## src/rtl/vend_pkg.sv

```systemverilog
// Shared types and helpers for the multi-product vender.
// Holds the controller state encoding and the per-product price lookup.
package vend_pkg;

   typedef enum logic [1:0] {
      IDLE     = 2'd0,
      CREDIT   = 2'd1,
      DISPENSE = 2'd2,
      CHANGE   = 2'd3
   } vend_state_e;

   localparam int PSEL_W       = 3;
   localparam int MAX_PRODUCTS = 7;
   localparam int PRICE_W_MAX  = 8;
   localparam int PRICE_VEC_W  = MAX_PRODUCTS * PRICE_W_MAX;

   // Price table is packed little-end first: slice idx holds product idx's price.
   function automatic logic [PRICE_W_MAX-1:0] price_of(
      input logic [PRICE_VEC_W-1:0] prices,
      input int unsigned            idx,
      input int unsigned            cw
   );
      logic [PRICE_VEC_W-1:0] shifted;
      logic [PRICE_W_MAX-1:0] mask;
      shifted = prices >> (idx * cw);
      mask    = PRICE_W_MAX'((32'd1 << cw) - 32'd1);
      return PRICE_W_MAX'(shifted) & mask;
   endfunction

endpackage

```

## src/rtl/vend_select.sv

```systemverilog
// Button priority encoder with affordability check: the lowest-index pressed
// button is the only candidate, and hit says whether current credit covers it.
module vend_select
   import vend_pkg::*;
#(
   parameter int NUM_PRODUCTS = 3,
   parameter int CREDIT_W     = 4
) (
   input  logic [NUM_PRODUCTS-1:0]          button,
   input  logic [CREDIT_W-1:0]              credit,
   input  logic [NUM_PRODUCTS*CREDIT_W-1:0] prices,
   output logic                             hit,
   output logic [PSEL_W-1:0]                idx
);

   logic                   found;
   logic [PRICE_W_MAX-1:0] cand_price;

   always_comb begin
      found = 1'b0;
      idx   = '0;
      for (int i = 0; i < NUM_PRODUCTS; i++) begin
         if (button[i] && !found) begin
            found = 1'b1;
            idx   = PSEL_W'(i);
         end
      end
      // Higher-index buttons never get a second chance if the candidate is too dear.
      cand_price = price_of(PRICE_VEC_W'(prices), 32'(idx), CREDIT_W);
      hit        = found && (cand_price <= PRICE_W_MAX'(credit));
   end

endmodule

```

## src/rtl/vend_multi.sv

```systemverilog
// Multi-product vending controller: credit, dispense, then token-by-token change.
// Optional refund/cancel input is compiled in with VEND_REFUND_EN.
module vend_multi
   import vend_pkg::*;
#(
   parameter int                             NUM_PRODUCTS = 3,
   parameter int                             CREDIT_W     = 4,
   parameter int                             MAX_CREDIT   = 7,
   parameter logic [NUM_PRODUCTS*CREDIT_W-1:0] PRICES     = {4'd3, 4'd2, 4'd1}
) (
   input  logic                    clk,
   input  logic                    reset,
   input  logic                    token_in,
   input  logic [NUM_PRODUCTS-1:0] button,
   input  logic                    dispense_done,
   input  logic                    change_ready,
`ifdef VEND_REFUND_EN
   input  logic                    refund,
`endif
   output logic [PSEL_W-1:0]       product_select,
   output logic                    change_valid,
   output logic                    token_reject,
   output logic [CREDIT_W-1:0]     credit,
   output logic                    busy,
   output logic [1:0]              state_dbg
);

   // Change handshake: a token leaves the hopper on every cycle where
   // change_valid and change_ready are both high; change_valid holds until then.

   localparam logic [CREDIT_W-1:0] MAX_C = CREDIT_W'(MAX_CREDIT);
   localparam logic [CREDIT_W-1:0] ONE_C = CREDIT_W'(1);

   vend_state_e          state_q;
   logic [CREDIT_W-1:0]  credit_q;
   logic [PSEL_W-1:0]    psel_q;
   logic                 cv_q;
   logic                 rej_q;
   logic                 busy_q;

   logic                 sel_hit;
   logic [PSEL_W-1:0]    sel_idx;
   logic [CREDIT_W-1:0]  sel_price;
   logic                 refund_req;
   logic                 tok_accept;
   logic [CREDIT_W-1:0]  credit_tok_d;

`ifdef VEND_REFUND_EN
   assign refund_req = refund;
`else
   assign refund_req = 1'b0;
`endif

   vend_select #(
      .NUM_PRODUCTS (NUM_PRODUCTS),
      .CREDIT_W     (CREDIT_W)
   ) u_select (
      .button (button),
      .credit (credit_q),
      .prices (PRICES),
      .hit    (sel_hit),
      .idx    (sel_idx)
   );

   assign sel_price    = CREDIT_W'(price_of(PRICE_VEC_W'(PRICES), 32'(sel_idx), CREDIT_W));
   assign tok_accept   = token_in && (credit_q < MAX_C);
   assign credit_tok_d = tok_accept ? credit_q + ONE_C : credit_q;

   always_ff @(posedge clk or posedge reset) begin
      if (reset) begin
         state_q  <= IDLE;
         credit_q <= '0;
         psel_q   <= '0;
         cv_q     <= 1'b0;
         rej_q    <= 1'b0;
         busy_q   <= 1'b0;
      end else begin
         rej_q <= 1'b0;
         case (state_q)
            IDLE: begin
               if (token_in) begin
                  credit_q <= ONE_C;
                  state_q  <= CREDIT;
               end
            end
            CREDIT: begin
               credit_q <= credit_tok_d;
               if (token_in && !tok_accept) begin
                  rej_q <= 1'b1;
               end
               // A same-cycle token is credited before refund; it also masks buttons.
               if (refund_req) begin
                  state_q <= CHANGE;
                  cv_q    <= 1'b1;
                  busy_q  <= 1'b1;
               end else if (!token_in && sel_hit) begin
                  credit_q <= credit_q - sel_price;
                  psel_q   <= sel_idx + PSEL_W'(1);
                  state_q  <= DISPENSE;
                  busy_q   <= 1'b1;
               end
            end
            DISPENSE: begin
               if (token_in) begin
                  rej_q <= 1'b1;
               end
               if (dispense_done) begin
                  psel_q <= '0;
                  if (credit_q != '0) begin
                     state_q <= CHANGE;
                     cv_q    <= 1'b1;
                  end else begin
                     state_q <= IDLE;
                     busy_q  <= 1'b0;
                  end
               end
            end
            CHANGE: begin
               if (token_in) begin
                  rej_q <= 1'b1;
               end
               if (cv_q && change_ready) begin
                  credit_q <= credit_q - ONE_C;
                  if (credit_q == ONE_C) begin
                     cv_q    <= 1'b0;
                     busy_q  <= 1'b0;
                     state_q <= IDLE;
                  end
               end
            end
            default: begin
               state_q <= IDLE;
            end
         endcase
      end
   end

   assign product_select = psel_q;
   assign change_valid   = cv_q;
   assign token_reject   = rej_q;
   assign credit         = credit_q;
   assign busy           = busy_q;
   assign state_dbg      = state_q;

endmodule

```

## config.mk

```make
export PLATFORM = sky130hd
export DESIGN_NAME = vend_multi
export DESIGN_NICKNAME = d
export VERILOG_FILES = /design/src/rtl/vend_pkg.sv /design/src/rtl/vend_select.sv /design/src/rtl/vend_multi.sv
export SDC_FILE = /design/constraint.sdc
export NUM_CORES = 1
export LEC_CHECK = 0
export BUFFER_PORTS_ARGS = -buffer_cell sky130_fd_sc_hd__buf_2
export CAP_MARGIN = 40
export CORE_MARGIN = 10
export CORE_UTILIZATION = 50
export DETAILED_ROUTE_END_ITERATION = 8
export GPL_ROUTABILITY_DRIVEN = 0
export PLACE_DENSITY_LB_ADDON = 0.25
export SLEW_MARGIN = 20
export SYNTH_ARGS = -nofsm -noshare
export SYNTH_HDL_FRONTEND = slang
export SYNTH_SLANG_ARGS = --single-unit
```

## constraint.sdc

```tcl
create_clock -name clk -period 4.1 [get_ports clk]
set_clock_uncertainty 0.05 [all_clocks]
set_input_delay 0.82 -clock clk [delete_from_list [all_inputs] [get_ports clk]]
set_output_delay 0.82 -clock clk [all_outputs]
set_load 0.005 [all_outputs]
```

==> impl_metrics.yaml <==
logic_synthesis:
  avgSynthCellArea_um2: 9.366
  synth_top_family_by_area: "compound AO/OA/AOI/OAI gates"
  synthSimpleGateAreaFrac_pct: 15.11
  synth_mux_area_share_pct: 3.121
  synth_xor_area_share_pct: 0
  postSynthCellCount: 107
  synth_cell_types: 38
  synth_seq_cells: 12
  synth.yosys.warnings: 0
  synth_compound_area_share_pct: 28.21
  synthAdderAreaFrac_pct: 15.73
  syn-cell-area_um2: 1002
  yosysSeqAreaShare_pct: 29.96
  synth_nets: 127
critical_path:
  rr_worst_depth: 9
  endpoint_kind: "flip-flop"
  start_kind: "input pin"
  worst-setup-path-type: "in2reg"
  arrival_ns: 3.20
  critPathMaxFanout: 7
  cp.required_ns: 4.23
final_layout:
  design_area_um2: 1120
  n_antenna_cell: 0
  drive_above_1_share_pct: 22.22
  nets: 148
  instances_no_fill: 153
  area_growth_pct: 11.73
placed_design:
  dp_hpwl_mm: 1.804
  dpl.cell_count: 150
  dp_slack_ns: 0.7669
  io_buffers: 19
  placed_area_um2: 1097
drt:
  wl_mm: 2.302
  dr.pass1.iters: 4
  drc: 0
  post_drt_wl_per_cell_um: 15.05
  drt_iter0_drc: 28
  num_vias: 890
  routed_via_density: 5.817
  drtAntennaViolNets: 0
sta:
  period_needed_ns: 3.068
  rsz0062_at_grt: "no"
  finalCritPeriodShare_pct: 74.82
  fin_ws_ns: 1.032
  fmax_mhz: 326.0
  maxSlewHeadroom_pct: 66.77
  drv_slew: 0
  finalSetupViolCount: 0
  setup_tns_ns: 0
  tightest_slew_ns: 0.4979
  finalHoldViolations: 0
floorplan:
  num_rows: 16
  dieArea_um2: 4195
  die_height_um: 64.77
  io_pins: 20
  start_util_pct: 51.61
  die_w_um: 64.77
  core_um2: 1942
job:
  max_cap_violations: 0
clock_tree:
  cts_resized: 0
  ctsRootBufferMaster: "clkbuf_4"
  htreeDepth: 1
  cts_tree: "built"
  insertion_delay_ns: 0.27
  cts_buffers: 3
  hold_buffers: 0
  cts_buffer_depth: 2
  cts.clk_slew.worst_paths_ns: 0.08
  cts_setup_buffers: 0
  numClockSinks: 12
worst_hold_path:
  min_path_cells: 1
  worstHoldPathType: "reg2reg"
grt:
  grt_max_degree: 13
  grt_pass1_wl_mm: 3.822
  antenna_found_initial: 0
  first_global_vias: 874
  grtUsageTotal_pct: 10.93
  grt.overflow.total: 0
power:
  power.leakage_nw: 0.5599
  vdd_drop_max_v: 0.0004219
  powerDensity_nw_per_um2: 806.0
  totalPowerFinal_mw: 0.9025
run_status:
  outcome: "completed"
[routing by layer]
layer	GRT usage [%]	part of all wire, %
met5	0	0
met4	4.011	1.3
met3	3.436	6.0
met2	17.73	48
met1	13.22	45
[power breakdown]
group          internal, mW  switching [mW]  total, mW
registers             0.170          0.0647      0.235
clock network        0.0340          0.0393     0.0733
logic                 0.263           0.332      0.595
total                 0.467           0.436      0.903
[worst max-delay path, cell delays in order]
cell and delay (ns):
buf_2 0.09, nand2b_1 0.12, inv_1 0.06, ha_1 0.29, inv_1 0.07, fa_1 0.44, a2111oi_2 0.33, or3_1 0.35
mux2i_1 0.15, o221a_1 0.26, a211oi_1 0.22
[state kept, by name (all words and copies together) (netlist names)]
| name | count |
|---|---|
| token_reject | 1 |
| busy | 1 |
| change_valid | 1 |
| state_dbg | 2 |
| product_select | 3 |
| credit | 4 |
[Yosys cell counts]
| cell | n | area share, % |
|---|---|---|
| a2111oi_2 | 1 | 1.5 |
| a211o_2 | 1 | 1.0 |
| a211oi_1 | 3 | 2.2 |
| a21boi_0 | 1 | 0.75 |
| a21o_1 | 1 | 0.75 |
| a21oi_1 | 6 | 3.0 |
| a221o_2 | 1 | 1.1 |
| a221oi_1 | 1 | 0.87 |
| a221oi_4 | 1 | 2.6 |
| a22o_1 | 1 | 0.87 |
| a22oi_1 | 1 | 0.75 |
| a2bb2oi_1 | 2 | 1.7 |
| a31o_2 | 1 | 0.87 |
| a31oi_1 | 3 | 1.9 |
| and3_1 | 3 | 1.9 |
| buf_6 | 3 | 3.4 |
| clkinv_1 | 1 | 0.37 |
| dfrtp_1 | 12 | 30 |
| fa_1 | 1 | 2.0 |
| ha_1 | 11 | 14 |
| inv_1 | 11 | 4.1 |
| mux2_2 | 1 | 1.1 |
| mux2i_1 | 2 | 2.0 |
| nand2_1 | 7 | 2.6 |
| nand2b_1 | 3 | 1.9 |
| nand3_1 | 1 | 0.50 |
| nand4_1 | 2 | 1.2 |
| nor2_1 | 9 | 3.4 |
| nor3_1 | 3 | 1.5 |
| nor3b_1 | 2 | 1.5 |
| o2111ai_1 | 1 | 0.87 |
| o211a_1 | 1 | 1.0 |
| o21a_1 | 1 | 0.75 |
| o21ai_0 | 2 | 1.0 |
| o221a_1 | 1 | 1.1 |
| o221ai_1 | 1 | 0.87 |
| o2bb2ai_1 | 3 | 2.6 |
| or3_1 | 1 | 0.62 |
[kinds of logic (layout without fill, tap and decap cells)]
family	Yosys count	in the layout
AND/OR/NAND/NOR	31	31
AO/OA/AOI/OAI	34	34
flip-flops	12	12
buffers and inverters	15	34
adder cells (fa/ha/maj)	12	12
multiplexers	3	3
[cell type report]
type | count | area, um2
Clock buffer | 3 | 22.52
Tap cell | 27 | 33.78
Multi-Input combinational cell | 80 | 623.1
Fill cell | 180 | 822.0
Timing Repair Buffer | 19 | 95.09
Sequential cell | 12 | 300.3
Inverter | 12 | 45.04
[through the flow]
step / utilization [%] / hold WS, ns
floorplan: - / 0.4507
global placement: 56.51 / 0.4407
detailed placement: 56.51 / 0.4440
CTS: 57.67 / 0.4637
global route: 57.67 / 0.4830
finish: 57.67 / 0.4620
[placed cells by master, fill, tap and decap left out]
cell type and instances:
nand3_1 1, nand4_1 2, nand2b_1 3, or3_1 1, clkbuf_4 3, o2111ai_1 1, and3_1 3, o21ai_0 2
a22oi_1 1, o221ai_1 1, a21oi_1 6, mux2_2 1, nor3_1 3, o221a_1 1, a221oi_4 1, a211o_2 1
mux2i_1 2, a21boi_0 1, a221oi_1 1, a211oi_1 3, a2111oi_2 1, a22o_1 1, nor3b_1 2, o2bb2ai_1 3
fa_1 1, a2bb2oi_1 2, inv_1 11, a31oi_1 3, a21o_1 1, dfrtp_1 12, o21a_1 1, buf_2 19
nor2_1 9, ha_1 11, nand2_1 7, o211a_1 1, a221o_2 1, clkinv_1 1, a31o_2 1
[worst paths after layout]
| path | startpoint | endpoint | slack, ns |
|---|---|---|---|
| hold / removal | busy | busy | 0.46 |
| setup / recovery | button[0] | credit[3] | 1.03 |
| max in group asynchronous | reset | credit[0] | 3.16 |
| min in group asynchronous | reset | credit[2] | 0.51 |
| setup reg to reg | credit[0] | credit[3] | 1.47 |
| hold reg to reg | busy | busy | 0.46 |
(Power assumes the default switching activity.)
